### src/rtl/alu_pkg.sv
// Shared ALU definitions: control codes and execute-unit state.
// Imported by both the ALU decoder and the execute unit.
package alu_pkg;

   localparam logic [3:0] ALU_AND = 4'b0000;
   localparam logic [3:0] ALU_OR  = 4'b0001;
   localparam logic [3:0] ALU_ADD = 4'b0010;
   localparam logic [3:0] ALU_SUB = 4'b0110;
   localparam logic [3:0] ALU_SLT = 4'b0111;
   localparam logic [3:0] ALU_MUL = 4'b1000;

   typedef enum logic {
      IDLE,
      MUL_RUN
   } state_e;

endpackage

### src/rtl/alu_exec_unit_mul.sv
// Iterative shift-add multiplier: one bit of op_b per step.
// Produces the low XLEN bits of op_a * op_b.
module seq_multiplier #(
   parameter int XLEN      = 32,
   parameter int MUL_STEPS = XLEN
) (
   input  logic            clk,
   input  logic            reset,
   input  logic            start,
   input  logic            run,
   input  logic            flush,
   input  logic [XLEN-1:0] op_a,
   input  logic [XLEN-1:0] op_b,
   output logic            done,
   output logic [XLEN-1:0] product
);

   localparam int CW = (MUL_STEPS > 1) ? $clog2(MUL_STEPS) : 1;

   logic [XLEN-1:0] mcand_q;
   logic [XLEN-1:0] mplier_q;
   logic [XLEN-1:0] acc_q;
   logic [CW-1:0]   count_q;
   logic [XLEN-1:0] addend;

   assign addend = mplier_q[0] ? mcand_q : '0;

   // Accumulator value after the current step, so the last
   // step is folded into the product on the done edge.
   assign product = acc_q + addend;
   assign done    = run && !flush
                 && (count_q == CW'(MUL_STEPS - 1));

   always_ff @(posedge clk) begin
      if (reset) begin
         mcand_q  <= '0;
         mplier_q <= '0;
         acc_q    <= '0;
         count_q  <= '0;
      end else if (flush) begin
         acc_q    <= '0;
         count_q  <= '0;
      end else if (start) begin
         mcand_q  <= op_a;
         mplier_q <= op_b;
         acc_q    <= '0;
         count_q  <= '0;
      end else if (run) begin
         acc_q    <= product;
         mcand_q  <= mcand_q << 1;
         mplier_q <= mplier_q >> 1;
         count_q  <= count_q + 1'b1;
      end
   end

endmodule

### src/rtl/alu_exec_unit.sv
// Execute-stage ALU: single-cycle logic/arith ops plus a
// multi-cycle MUL that stalls the pipeline while it runs.
module alu_exec_unit
   import alu_pkg::*;
#(
   parameter int XLEN      = 32,
   parameter int MUL_STEPS = XLEN
) (
   input  logic            clk,
   input  logic            reset,
   input  logic            in_valid,
   output logic            in_ready,
   input  logic [3:0]      alu_ctrl,
   input  logic [XLEN-1:0] op_a,
   input  logic [XLEN-1:0] op_b,
   input  logic            flush,
   output logic            out_valid,
   output logic [XLEN-1:0] result,
   output logic            zero,
   output logic            illegal_op,
   output logic            stall
);

   state_e          state_q;
   state_e          state_d;
   logic            accept;
   logic            is_mul;
   logic            mul_start;
   logic            mul_done;
   logic [XLEN-1:0] mul_prod;
   logic [XLEN-1:0] alu_res;
   logic            alu_ill;

   assign is_mul    = (alu_ctrl == ALU_MUL);
   assign accept    = in_valid && in_ready && !flush;
   assign mul_start = accept && is_mul;

   seq_multiplier #(
      .XLEN      (XLEN),
      .MUL_STEPS (MUL_STEPS)
   ) u_mul (
      .clk     (clk),
      .reset   (reset),
      .start   (mul_start),
      .run     (state_q == MUL_RUN),
      .flush   (flush),
      .op_a    (op_a),
      .op_b    (op_b),
      .done    (mul_done),
      .product (mul_prod)
   );

   always_ff @(posedge clk) begin
      if (reset) state_q <= IDLE;
      else       state_q <= state_d;
   end

   always_comb begin
      state_d = state_q;
      unique case (state_q)
         IDLE:    if (mul_start) state_d = MUL_RUN;
         MUL_RUN: if (flush || mul_done) state_d = IDLE;
         default: state_d = IDLE;
      endcase
   end

   always_comb begin
      in_ready = (state_q == IDLE);
      stall    = (state_q != IDLE);
   end

   always_comb begin
      alu_res = '0;
      alu_ill = 1'b0;
      case (alu_ctrl)
         ALU_AND: alu_res = op_a & op_b;
         ALU_OR:  alu_res = op_a | op_b;
         ALU_ADD: alu_res = op_a + op_b;
         ALU_SUB: alu_res = op_a - op_b;
         ALU_SLT: alu_res = {{(XLEN-1){1'b0}},
                     ($signed(op_a) < $signed(op_b))};
         ALU_MUL: alu_res = '0;
         default: alu_ill = 1'b1;
      endcase
   end

   // Flush suppresses the pulse but leaves result/zero intact.
   always_ff @(posedge clk) begin
      if (reset) begin
         result     <= '0;
         zero       <= 1'b0;
         out_valid  <= 1'b0;
         illegal_op <= 1'b0;
      end else begin
         out_valid  <= 1'b0;
         illegal_op <= 1'b0;
         if (accept && !is_mul) begin
            result     <= alu_res;
            zero       <= (alu_res == '0);
            out_valid  <= 1'b1;
            illegal_op <= alu_ill;
         end else if (mul_done) begin
            result     <= mul_prod;
            zero       <= (mul_prod == '0);
            out_valid  <= 1'b1;
         end
      end
   end

endmodule

### config.mk
export PLATFORM = sky130hd
export DESIGN_NAME = alu_exec_unit
export DESIGN_NICKNAME = d
export VERILOG_FILES = /design/src/rtl/alu_pkg.sv /design/src/rtl/alu_exec_unit_mul.sv /design/src/rtl/alu_exec_unit.sv
export SDC_FILE = /design/constraint.sdc
export NUM_CORES = 1
export LEC_CHECK = 0
export BUFFER_PORTS_ARGS = -buffer_cell sky130_fd_sc_hd__buf_2
export CAP_MARGIN = 20
export CORE_AREA = 3 3 199 201
export CTS_BUF_LIST = sky130_fd_sc_hd__clkbuf_8
export DETAILED_ROUTE_END_ITERATION = 16
export DIE_AREA = 0 0 202 204
export PLACE_DENSITY = 0.5
export SYNTH_ARGS = -nofsm -noshare
export SYNTH_HDL_FRONTEND = slang
export SYNTH_SLANG_ARGS = --single-unit
### constraint.sdc
create_clock -name clk -period 5.55 [get_ports clk]
set_input_delay 0.8325 -clock clk [delete_from_list [all_inputs] [get_ports clk]]
set_output_delay 0.8325 -clock clk [all_outputs]
set_load 0.03 [all_outputs]
Word-level counts from Yosys, hierarchy flattened

Cells that the tools add are included.

Reduce and logical (&&, ||, !) cells: 18
Magnitude comparators: 1
Bitwise gates (word level): 5
Equal/unequal tests: 6
Multiplexer cells: 16
$add $sub $neg: 4

Operator list:

| cell                  | count |
|---|---|
| $mux W32              | 7 |
| $pmux W32 S5          | 1 |
| $add A32 B32 Y32      | 2 |
| $logic_not A32 Y1     | 2 |
| $and A32 B32 Y32      | 1 |
| $lt A32 B32 Y1        | 1 |
| $or A32 B32 Y32       | 1 |
| $sub A32 B32 Y32      | 1 |
| $eq A4 B3 Y1 const B  | 2 |
| $mux W1               | 7 |
| $logic_and A1 B1 Y1   | 6 |
| $reduce_or A6 Y1      | 1 |
| $add A5 B1 Y5 const B | 1 |
| $eq A5 B5 Y1 const B  | 1 |
| $eq A4 B1 Y1 const B  | 1 |
| $eq A4 B2 Y1 const B  | 1 |
| $eq A4 B4 Y1 const B  | 1 |
| $logic_not A4 Y1      | 1 |
| $reduce_bool A2 Y1    | 2 |
| $not A1 Y1            | 3 |
| $reduce_or A3 Y1      | 1 |
| $logic_not A1 Y1      | 2 |
| $pmux W1 S2           | 1 |
| $reduce_and A2 Y1     | 1 |
| 2 further kinds       | 2 |

Word-level logic and storage cells: 59
Input bits: 72
Output and inout port bits: 37
Register bits after elaboration: 137

Longest topological paths before layout

Gate-level depths: netlist of the first run.

Word-level depth: 6
Depth in mapped cells: 16
Depth with buffers taken out: 15

Modules after synthesis

Synthesis of the first run repeated with hierarchy kept, for this count alone.

Cells, all modules: 1814
Area total of the unflattened synthesis: 13802.0 um^2

Modules (own cells, without submodules):

| module         | cells each | area an instance (um^2) | seq. area each (um^2) | instances |
|---|---|---|---|---|
| alu_exec_unit  | 1059       | 7360.8                  | 720.7                 | 1 |
| seq_multiplier | 755        | 6441.2                  | 2021.9                | 1 |

Worst setup path before layout of the first run

Ideal clock, no wire load.

Path type: register to register
From: register u_mul.mplier_q[0]
To: register zero
Stages on the path, launching flop included: 17
Required time: 5.457 ns
Arrival: 3.804 ns
Period minus slack after synthesis: 3.898 ns
Setup slack: 1.652 ns
Path buffers: 1
Setup time: 0.093 ns
Cell sequence: dfxtp_1 > clkbuf_1 > and2_1 > ha_1 > inv_1 > fa_1 > nand2b_1 > a21oi_1 > xor2_1 > or4_1 > or4_1 > or4b_1 > nor3_2 > nand4b_1 > nor4_2 > nand4b_1 > o311ai_2

Word-level cells in the longest chain between the ends: 5

Ends and longest elaborated chain:

| item                   | line                    | text |
|---|---|---|
| from (decl)            | alu_exec_unit_mul.sv:21 | `logic [XLEN-1:0] mplier_q;` |
| from (signal assigned) | alu_exec_unit_mul.sv:45 | `mplier_q <= op_b;` |
| from (signal assigned) | alu_exec_unit_mul.sv:51 | `mplier_q <= mplier_q >> 1;` |
| $mux W32               | alu_exec_unit_mul.sv:26 | `assign addend = mplier_q[0] ? mcand_q : '0;` |
| $add A32 B32 Y32       | alu_exec_unit_mul.sv:30 | `assign product = acc_q + addend;` |
| $logic_not A32 Y1      | alu_exec_unit.sv:104    | `zero <= (mul_prod == '0);` |
| $mux W1                | alu_exec_unit.sv:102    | `end else if (mul_done) begin` |
| $mux W1                | alu_exec_unit.sv:97     | `if (accept && !is_mul) begin` |
| to (signal assigned)   | alu_exec_unit.sv:99     | `zero <= (alu_res == '0);` |
| to (signal assigned)   | alu_exec_unit.sv:104    |  |
| to (decl)              | alu_exec_unit.sv:19     | `output logic zero,` |

No other way between the ends. The select of a mux whose other input is x is not followed.
A chain may end at the register's enable or synchronous reset.

Final worst setup path of the first run

Ends and elaborated chain as after synthesis.

==> results of run 1 <==
metal layers:
metal	wire [um]	vias up	part of all wire	GRT usage
met4	1575	0	0.031	0.06952
met2	23350	529	0.45	0.3987
met5	0	-	0	0
met1	23230	6549	0.45	0.3310
met3	3243	76	0.063	0.03679
li1	-	6429	-	-
cell type report:
type	count	area (um^2)	share of cell area
Clock buffer	18	247.7	0.01735
Sequential cell	137	2744	0.1921
Multi-Input combinational cell	1395	9281	0.6500
Timing Repair Buffer	134	738.2	0.05170
Inverter	119	446.7	0.03128
Clock inverter	14	182.7	0.01279
Tap cell	511	639.4	0.04477
cells in the mapped netlist (5+ instances only):
cell	instances
nand2_1	206
nor2_1	196
a21oi_1	147
dfxtp_1	137
ha_1	132
inv_1	118
clkbuf_1	92
o21ai_0	68
mux2i_1	54
a22oi_1	53
and2_1	38
a311oi_1	37
nand3_1	29
nor3_1	26
xnor2_1	25
a21o_1	24
a211oi_1	22
nand2b_1	22
nor2b_1	22
a221oi_1	20
o211ai_1	20
nor4_1	18
xor2_1	16
o22ai_1	15
and3_1	14
buf_1	14
nand4_1	14
a31oi_1	12
o21a_1	11
a221o_1	8
o221a_2	8
nand4b_1	7
o221ai_1	7
o31ai_1	7
or3_1	7
a211o_1	6
nor3b_1	6
o21ai_1	6
or3b_2	5
per-stage QoR:
| stage | power (mW) | utilization | setup WS, ps | hold slack (ps) | std cells |
|---|---|---|---|---|---|
| after floorplan | 1.506 | - | 1652 | 436.0 | 1761 |
| after detailed placement | 1.757 | 0.3668 | 792.5 | 447.1 | 2296 |
| after global routing | 2.838 | 0.3782 | 741.2 | 476.2 | 2328 |
| after global placement | 1.758 | 0.3668 | 791.5 | 441.0 | 2296 |
| after CTS | 2.723 | 0.3782 | 998.0 | 460.3 | 2328 |
| final | 2.721 | 0.3782 | 969.0 | 455.8 | 2328 |
power by group:
group	internal [mW]	switching (mW)
registers	0.997	0.0120
clock network	0.468	0.504
logic	0.244	0.496
total	1.71	1.01
registers in the layout, summed over array words and instances (netlist names):
| register | flops |
|---|---|
| stall | 1 |
| u_mul.count_q | 5 |
| result | 32 |
| zero | 1 |
| out_valid | 1 |
| u_mul.mplier_q | 32 |
| illegal_op | 1 |
| u_mul.mcand_q | 32 |
| u_mul.acc_q | 32 |
worst min-delay path by stage:
stage | startpoint | end | cells past startpoint
floorplan | u_mul.mplier_q[10] | u_mul.mplier_q[10] | 2
global placement | result[24] | result[24] | 2
detailed placement | u_mul.mplier_q[16] | u_mul.mplier_q[16] | 2
CTS | u_mul.mplier_q[16] | u_mul.mplier_q[16] | 2
global route | u_mul.mplier_q[16] | u_mul.mplier_q[16] | 2
finish | result[24] | result[24] | 2
kinds of logic after synthesis:
kind of cell,count (synthesis),share of synthesized area
AO/OA/AOI/OAI,528,0.2809
XOR/XNOR,42,0.02921
adder cells (fa/ha/maj),135,0.1332
buffers and inverters,229,0.06728
flip-flops,137,0.2134
multiplexers,55,0.04294
AND/OR/NAND/NOR,635,0.2331
critical path, stage by stage (launching register included):
cell and delay, ps:
dfxtp_1 580, and2_1 240, ha_1 190, inv_1 60
fa_1 440, nand2b_1 180, a21oi_1 160, xor2_1 190
or4_1 520, or4_1 400, or4b_1 490, nor3_2 160
nand4b_1 170, nor4_2 270, nand4b_1 210, o311ai_2 240
==> flow_metrics.env, run 1 <==
export IMPL_status="complete, no violations"
export IMPL_start_util=0.3404
export IMPL_hpwl_um=39330
export IMPL_max_slew_margin_rel=0.3299
export IMPL_cp_endpoint="zero"
export IMPL_yosys_top_cells_area="dfxtp_1 21%, ha_1 13%, nand2_1 6.0%"
export IMPL_timing_reg2reg_setup_slack_ps=970
export IMPL_final_nets=2011
export IMPL_finalHoldViolCount=0
export IMPL_grt_overflow=0
export IMPL_die_area_um2=41210
export IMPL_yosysTopAreaCell="dfxtp_1"
export IMPL_synth_seq_cells=137
export IMPL_worst_pin_slew_ps=999.5
export IMPL_die_y_um=204
export IMPL_post_cts_setup_buffer_count=0
export IMPL_drive_gt1_frac=0.1106
export IMPL_grt_pass1_vias=12773
export IMPL_rsz0062_at_grt="false"
export IMPL_wl_per_cell_um=22.08
export IMPL_portBuffers=108
export IMPL_hp_class="register to register"
export IMPL_io_pins=109
export IMPL_cts_made_buffers=17
export IMPL_max_freq_mhz=218.3
export IMPL_cts_resized_gates=0
export IMPL_slew_viol_final=0
export IMPL_regToRegEndpoint="zero"
export IMPL_mostFrequentLayoutCells="205 x nand2_1, 193 x nor2_1, 146 x a21oi_1"
export IMPL_finalCriticalPeriod_ps=4581
export IMPL_synthCells=1761
export IMPL_crit_required_ps=5960
export IMPL_antenna_found_initial=1
export IMPL_drt_iter0_markers=1268
export IMPL_tritoncts="yes"
export IMPL_drcViolationCount=0
export IMPL_root_buffer="clkbuf_8"
export IMPL_crit_path_start="u_mul.mplier_q[0]"
export IMPL_p_per_area_nw_per_um2=190.6
export IMPL_crit_type="register to register"
export IMPL_n_antenna_cell=0
export IMPL_ir_drop_uv=154.5
export IMPL_track_usage=0.2427
export IMPL_synth_seq_area_share=0.2134
export IMPL_antenna_left=0
export IMPL_clkSlewWorstSetupHoldPaths_ps=90
export IMPL_synth_top_area_share=0.2134
export IMPL_crit_arrival_ps=4990
export IMPL_cts_buffer_depth=2
export IMPL_placed_area_um2=13850
export IMPL_fillCellCount=4076
export IMPL_vias=13583
export IMPL_numClockSinks=137
export IMPL_fin_skew_ps=19.04
export IMPL_critPathMaxFanout=13
export IMPL_final_common_cell="nand2_1"
export IMPL_viasPerCell=5.835
export IMPL_gp_congestion=0.9572
export IMPL_drt_first_pass_iters=6
export IMPL_ys_flop_type="dfxtp_1"
export IMPL_core_area_um2=37760
export IMPL_die_x_um=202
export IMPL_clk_latency_ps=500
export IMPL_synthArstFlopShare=0
export IMPL_start_kind="register"
export IMPL_end_kind="register"
export IMPL_setup_viol=0
export IMPL_grt_max_degree=59
export IMPL_yosysWarnings=0
export IMPL_synth_edff_count=0
export IMPL_cts_htree_levels=4
export IMPL_netlist_area_um2=12850
export IMPL_syn_num_nets=1968
export IMPL_finalSetupTns_ps=0
export IMPL_cap_violations=0
export IMPL_drt_wl_total_um=51390
export IMPL_grt_pass1_wl_um=77820
export IMPL_cts_hold_buf=0
export IMPL_p_leak_nw=5.991
export IMPL_r2r_start="u_mul.mplier_q[0]"
export IMPL_stdcell_area_um2=14280
export IMPL_synth_cell_type_count=84
export IMPL_num_rows=71
export IMPL_timing_final_crit_share=0.8254
export IMPL_r2r_worst_path_cells=15
export IMPL_avgSynthCellArea_um2=7.298
export IMPL_area_growth_pct=11.12
Power figures use the tool's default switching activity.
==> run 2: changes to the inputs <==
PLACE_DENSITY = 0.52   (was 0.5)
clock period = 3.8 ns   (was 5.55 ns; I/O delays follow)
==> flow_metrics.env, run 2 (synthesis gave the netlist of run 1 again) <==
export IMPL_viasPerCell=5.540
export IMPL_crit_arrival_ps=4380
export IMPL_grt_overflow=0
export IMPL_clkSlewWorstSetupHoldPaths_ps=90
export IMPL_post_place_ws_ps=-442.8
export IMPL_grtUsageMet2=0.4106
export IMPL_rsz0062_at_grt="true"
export IMPL_grt_pass1_vias=13954
export IMPL_antenna_found_initial=3
export IMPL_p_per_area_nw_per_um2=255.9
export IMPL_hpwl_um=41830
export IMPL_top_usage_layer="met2"
export IMPL_cp_cell_sequence="and2_1, ha_1, inv_1, fa_2, nand2b_1, a21oi_2, xor2_1, or4_1, or4_1, or4b_1, nor3_2, nand4b_1, nor4_2, nand4b_1, o311ai_2"
export IMPL_p_leak_nw=7.171
export IMPL_cts_buffer_depth=2
export IMPL_wl_per_cell_um=20.65
export IMPL_track_usage=0.2539
export IMPL_mostFrequentLayoutCells="261 x buf_4, 205 x nand2_1, 193 x nor2_1"
export IMPL_grt_max_degree=90
export IMPL_worst_pin_slew_ps=1015
export IMPL_vias=14204
export IMPL_clk_latency_ps=500
export IMPL_drt_wl_total_um=52950
export IMPL_cp_num_buf_inv=1
export IMPL_start_kind="register"
export IMPL_stdcell_area_um2=16080
export IMPL_ir_drop_uv=198.9
export IMPL_holdPathStages=3
export IMPL_drt_iter0_markers=1291
export IMPL_met1_usage=0.3482
export IMPL_final_common_cell="buf_4"
export IMPL_fin_skew_ps=15.16
export IMPL_internal_power_mw=2.609
export IMPL_critPathMaxFanout=2
export IMPL_max_freq_mhz=252.0
export IMPL_start_util=0.3404
export IMPL_root_buffer="clkbuf_8"
export IMPL_netSwitchingFraction=0.3661
export IMPL_hp_class="primary input to register"
export IMPL_die_y_um=204
export IMPL_final_nets=2246
export IMPL_cts_made_buffers=17
export IMPL_cap_violations=0
export IMPL_status="finished with violations"
export IMPL_p_total_mw=4.116
export IMPL_numClockSinks=137
export IMPL_p_sw_mw=1.507
export IMPL_grt_met3_usage=0.03536
export IMPL_crit_type="register to register"
export IMPL_r2r_worst_path_cells=15
export IMPL_tritoncts="yes"
export IMPL_violations="setup timing"
export IMPL_cpPeakStageDelay_ps=520
export IMPL_cts_hold_buf=0
export IMPL_worst_slack_ps=-169.0
export IMPL_drcViolationCount=0
export IMPL_portBuffers=108
export IMPL_finalHoldViolCount=0
export IMPL_area_growth_pct=25.16
export IMPL_finalCriticalPeriod_ps=3969
export IMPL_seqPwrFrac=0.358
export IMPL_antenna_left=0
export IMPL_cp_top_family="simple AND/OR/NAND/NOR gates"
export IMPL_drive_gt1_frac=0.2149
export IMPL_timing_final_crit_share=1.044
export IMPL_die_x_um=202
export IMPL_cpMaxStageDelayCell="or4_1"
export IMPL_slew_viol_final=0
export IMPL_cts_htree_levels=4
export IMPL_path_depth=15
export IMPL_io_pins=109
export IMPL_end_kind="register"
export IMPL_grt_pass1_wl_um=82140
export IMPL_core_area_um2=37760
export IMPL_setup_viol=1
export IMPL_power_frac_comb=0.320
export IMPL_clkPwrFrac=0.322
export IMPL_gp_congestion=0.9581
export IMPL_die_area_um2=41210
export IMPL_drt_first_pass_iters=5
export IMPL_max_slew_margin_rel=0.3236
export IMPL_placed_area_um2=15630
export IMPL_num_rows=71
export IMPL_crit_required_ps=4210
-- run 2: through the flow --
| stage | hold WS (ps) | instances | setup TNS (ps) | utilization |
|---|---|---|---|---|
| 6_report | 352.0 | 2564 | -169.0 | 0.4260 |
| 3_5_place_dp | 445.8 | 2531 | -984.5 | 0.4139 |
| 4_1_cts | 302.9 | 2563 | -133.1 | 0.4252 |
| 3_3_place_gp | 443.8 | 2531 | -1447 | 0.4139 |
| 2_1_floorplan | 436.0 | 1761 | 0 | - |
| 5_1_grt | 306.0 | 2564 | -412.3 | 0.4260 |
-- run 2: worst paths after layout --
check                                        from                 end  slack (ps)
worst min register to register  u_mul.mplier_q[5]   u_mul.mplier_q[5]         460
worst max-delay path            u_mul.mplier_q[0]                zero        -170
worst max register to register  u_mul.mplier_q[0]                zero        -170
worst min-delay path                     op_b[31]  u_mul.mplier_q[31]         350
-- run 2: layout make-up --
| class | instances | area (um^2) |
|---|---|---|
| clock inverter | 14 | 163.9 |
| inverter | 119 | 446.7 |
| timing repair buffer | 369 | 2515 |
| clock buffer | 18 | 247.7 |
| fill | 3953 | 21670 |
| tap | 511 | 639.4 |
| sequential | 137 | 2745 |
| antenna | 1 | 2.502 |
| multi-input combinational | 1395 | 9324 |
-- run 2: power groups by stage --
| stage | registers (mW) | logic [mW] | clock network [mW] |
|---|---|---|---|
| final | 1.47 | 1.32 | 1.32 |
| after global routing | 1.47 | 1.43 | 1.43 |
| after CTS | 1.47 | 1.31 | 1.37 |
| after detailed placement | 1.51 | 1.30 | 0 |
| after global placement | 1.51 | 1.30 | 0 |
| after floorplan | 1.53 | 0.669 | 0 |
-- run 2: what timing repair did --
action                                  4_1_cts  5_1_grt
endpoints found under the setup margin        1        5
hold endpoints to repair                      0        0
setup buffers                                 0        0
resized for setup                             3        4
gates cloned                                  0        0
pin swaps                                     1        0
-- run 2: worst min-delay path: stages --
cell and delay, ps:
buf_2 120, nand2_1 50, a21oi_1 50
-- run 2: routing by layer --
metal / vias up / part of all wire
li1: 6907 / -
met1: 6777 / 0.46
met2: 434 / 0.45
met3: 82 / 0.046
met4: 4 / 0.034
met5: - / 0.00051
==> run 3: changes to the inputs <==
CORE_AREA = 2 2 198 200   (was 3 3 199 201)
CTS_CLUSTER_DIAMETER = 80   (was unset)
DIE_AREA = 0 0 200 202   (was 0 0 202 204)
PLACE_DENSITY = 0.5   (was 0.52)
clock period = 4.5 ns   (was 3.8 ns; I/O delays follow)
==> flow_metrics.env, run 3 (synthesis gave the netlist of run 1 again) <==
export IMPL_num_rows=72
export IMPL_cts_hold_buf=0
export IMPL_grt_pass1_wl_um=78050
export IMPL_multi_input_area_um2=9273
export IMPL_drt_iter0_markers=1178
export IMPL_max_slew_margin_rel=0.2836
export IMPL_die_y_um=202
export IMPL_vias=13576
export IMPL_setup_viol=0
export IMPL_gp_congestion=0.9330
export IMPL_path_depth=14
export IMPL_p_leak_nw=6.171
export IMPL_grt_pass1_vias=12809
export IMPL_holdPathStages=3
export IMPL_wl_per_cell_um=21.84
export IMPL_io_pins=109
export IMPL_final_nets=2048
export IMPL_cts_buffer_depth=2
export IMPL_cp_num_buf_inv=2
export IMPL_finalCriticalPeriod_ps=4114
export IMPL_drcViolationCount=0
export IMPL_drt_wl_total_um=51830
export IMPL_antenna_found_initial=4
export IMPL_crit_arrival_ps=4540
export IMPL_root_buffer="clkbuf_8"
export IMPL_drive_gt1_frac=0.1268
export IMPL_die_x_um=200
export IMPL_max_freq_mhz=243.1
export IMPL_worst_pin_slew_ps=1069
export IMPL_hpwl_um=39840
export IMPL_rsz0062_at_grt="false"
export IMPL_finalSetupTns_ps=0
export IMPL_cap_violations=0
export IMPL_regToRegEndpoint="zero"
export IMPL_cts_htree_levels=4
export IMPL_mostFrequentLayoutCells="205 x nand2_1, 193 x nor2_1, 146 x a21oi_1"
export IMPL_slew_viol_final=0
export IMPL_cp_cell_sequence="buf_2, inv_1, ha_1, a21oi_1, nand2_1, o211ai_1, a21oi_1, o31a_1, a221o_1, a221o_1, a22o_1, nor4b_1, nand4b_1, o311ai_2"
export IMPL_r2r_start="u_mul.mplier_q[0]"
export IMPL_post_cts_setup_buffer_count=0
export IMPL_track_usage=0.2544
export IMPL_start_kind="primary input"
export IMPL_die_area_um2=40400
export IMPL_cts_made_buffers=17
export IMPL_core_area_um2=38290
export IMPL_fillCellCount=4131
export IMPL_area_growth_pct=13.33
export IMPL_fin_skew_ps=18.72
export IMPL_cp_endpoint="zero"
export IMPL_cts_resized_gates=0
export IMPL_start_util=0.3357
export IMPL_antenna_left=0
export IMPL_drt_first_pass_iters=5
export IMPL_p_per_area_nw_per_um2=231.0
export IMPL_status="complete, no violations"
export IMPL_crit_type="primary input to register"
export IMPL_cp_top_family="compound AO/OA/AOI/OAI gates"
export IMPL_hp_class="primary input to register"
export IMPL_ir_drop_uv=198.6
export IMPL_final_common_cell="nand2_1"
export IMPL_cpMaxStageDelayCell="o211ai_1"
export IMPL_tritoncts="yes"
export IMPL_end_kind="register"
export IMPL_timing_final_crit_share=0.9141
export IMPL_cpPeakStageDelay_ps=540
export IMPL_r2r_worst_path_cells=15
export IMPL_seq_area_um2=2744
export IMPL_clk_latency_ps=510
export IMPL_numClockSinks=137
export IMPL_critPathMaxFanout=11
export IMPL_grt_max_degree=81
export IMPL_timing_reg2reg_setup_slack_ps=450
export IMPL_crit_path_start="op_a[7]"
export IMPL_grt_overflow=0
export IMPL_crit_required_ps=4920
export IMPL_holdWs_ps=449.2
export IMPL_portBuffers=108
export IMPL_finalHoldViolCount=0
export IMPL_viasPerCell=5.721
export IMPL_clkSlewWorstSetupHoldPaths_ps=100
run 3: tightest hold or removal path: stages:
cell,delay [ps]
buf_2,130
nand2_1,60
a21oi_1,50
run 3: per-stage QoR:
stage | setup slack, ps | utilization | std cells | cell area (um^2) | total power [mW]
4_1_cts | 409.5 | 0.3803 | 2372 | 14560 | 3.381
3_5_place_dp | 31.64 | 0.3693 | 2340 | 14140 | 2.207
3_3_place_gp | -43.31 | 0.3693 | 2340 | 14140 | 2.207
6_report | 386.5 | 0.3804 | 2373 | 14560 | 3.364
5_1_grt | 145.5 | 0.3804 | 2373 | 14560 | 3.518
2_1_floorplan | 602.5 | - | 1761 | 12850 | 1.857
run 3: per-layer routing:
| metal | share of wire | vias up | track usage |
|---|---|---|---|
| li1 | - | 6509 | - |
| met1 | 0.45 | 6491 | 0.3457 |
| met2 | 0.46 | 490 | 0.4043 |
| met3 | 0.055 | 80 | 0.03688 |
| met4 | 0.038 | 6 | 0.09841 |
| met5 | 0.00052 | - | 0 |
run 3: how the worst min path moves through the flow:
stage                             startpoint  slack [ps]                 end
after floorplan           u_mul.mplier_q[10]         440  u_mul.mplier_q[10]
after global placement            result[24]         440          result[24]
after detailed placement          result[24]         440          result[24]
after CTS                           op_b[31]         430  u_mul.mplier_q[31]
after global routing                op_b[31]         450  u_mul.mplier_q[31]
final                               op_b[31]         450  u_mul.mplier_q[31]
run 3: report_power, final:
| part | internal [mW] | switching (mW) |
|---|---|---|
| combinational | 0.328 | 0.628 |
| sequential | 1.23 | 0.0127 |
| clock | 0.567 | 0.598 |
run 3: final cells by class:
| cell class | count | share of cell area |
|---|---|---|
| diodes | 1 | 0.0001718 |
| clock buffers | 18 | 0.01701 |
| clock inverters | 14 | 0.01194 |
| inverters | 119 | 0.03067 |
| multi-input cells | 1395 | 0.6367 |
| flip-flops and latches | 137 | 0.1884 |
| well taps | 518 | 0.04450 |
| repair buffers | 171 | 0.07062 |
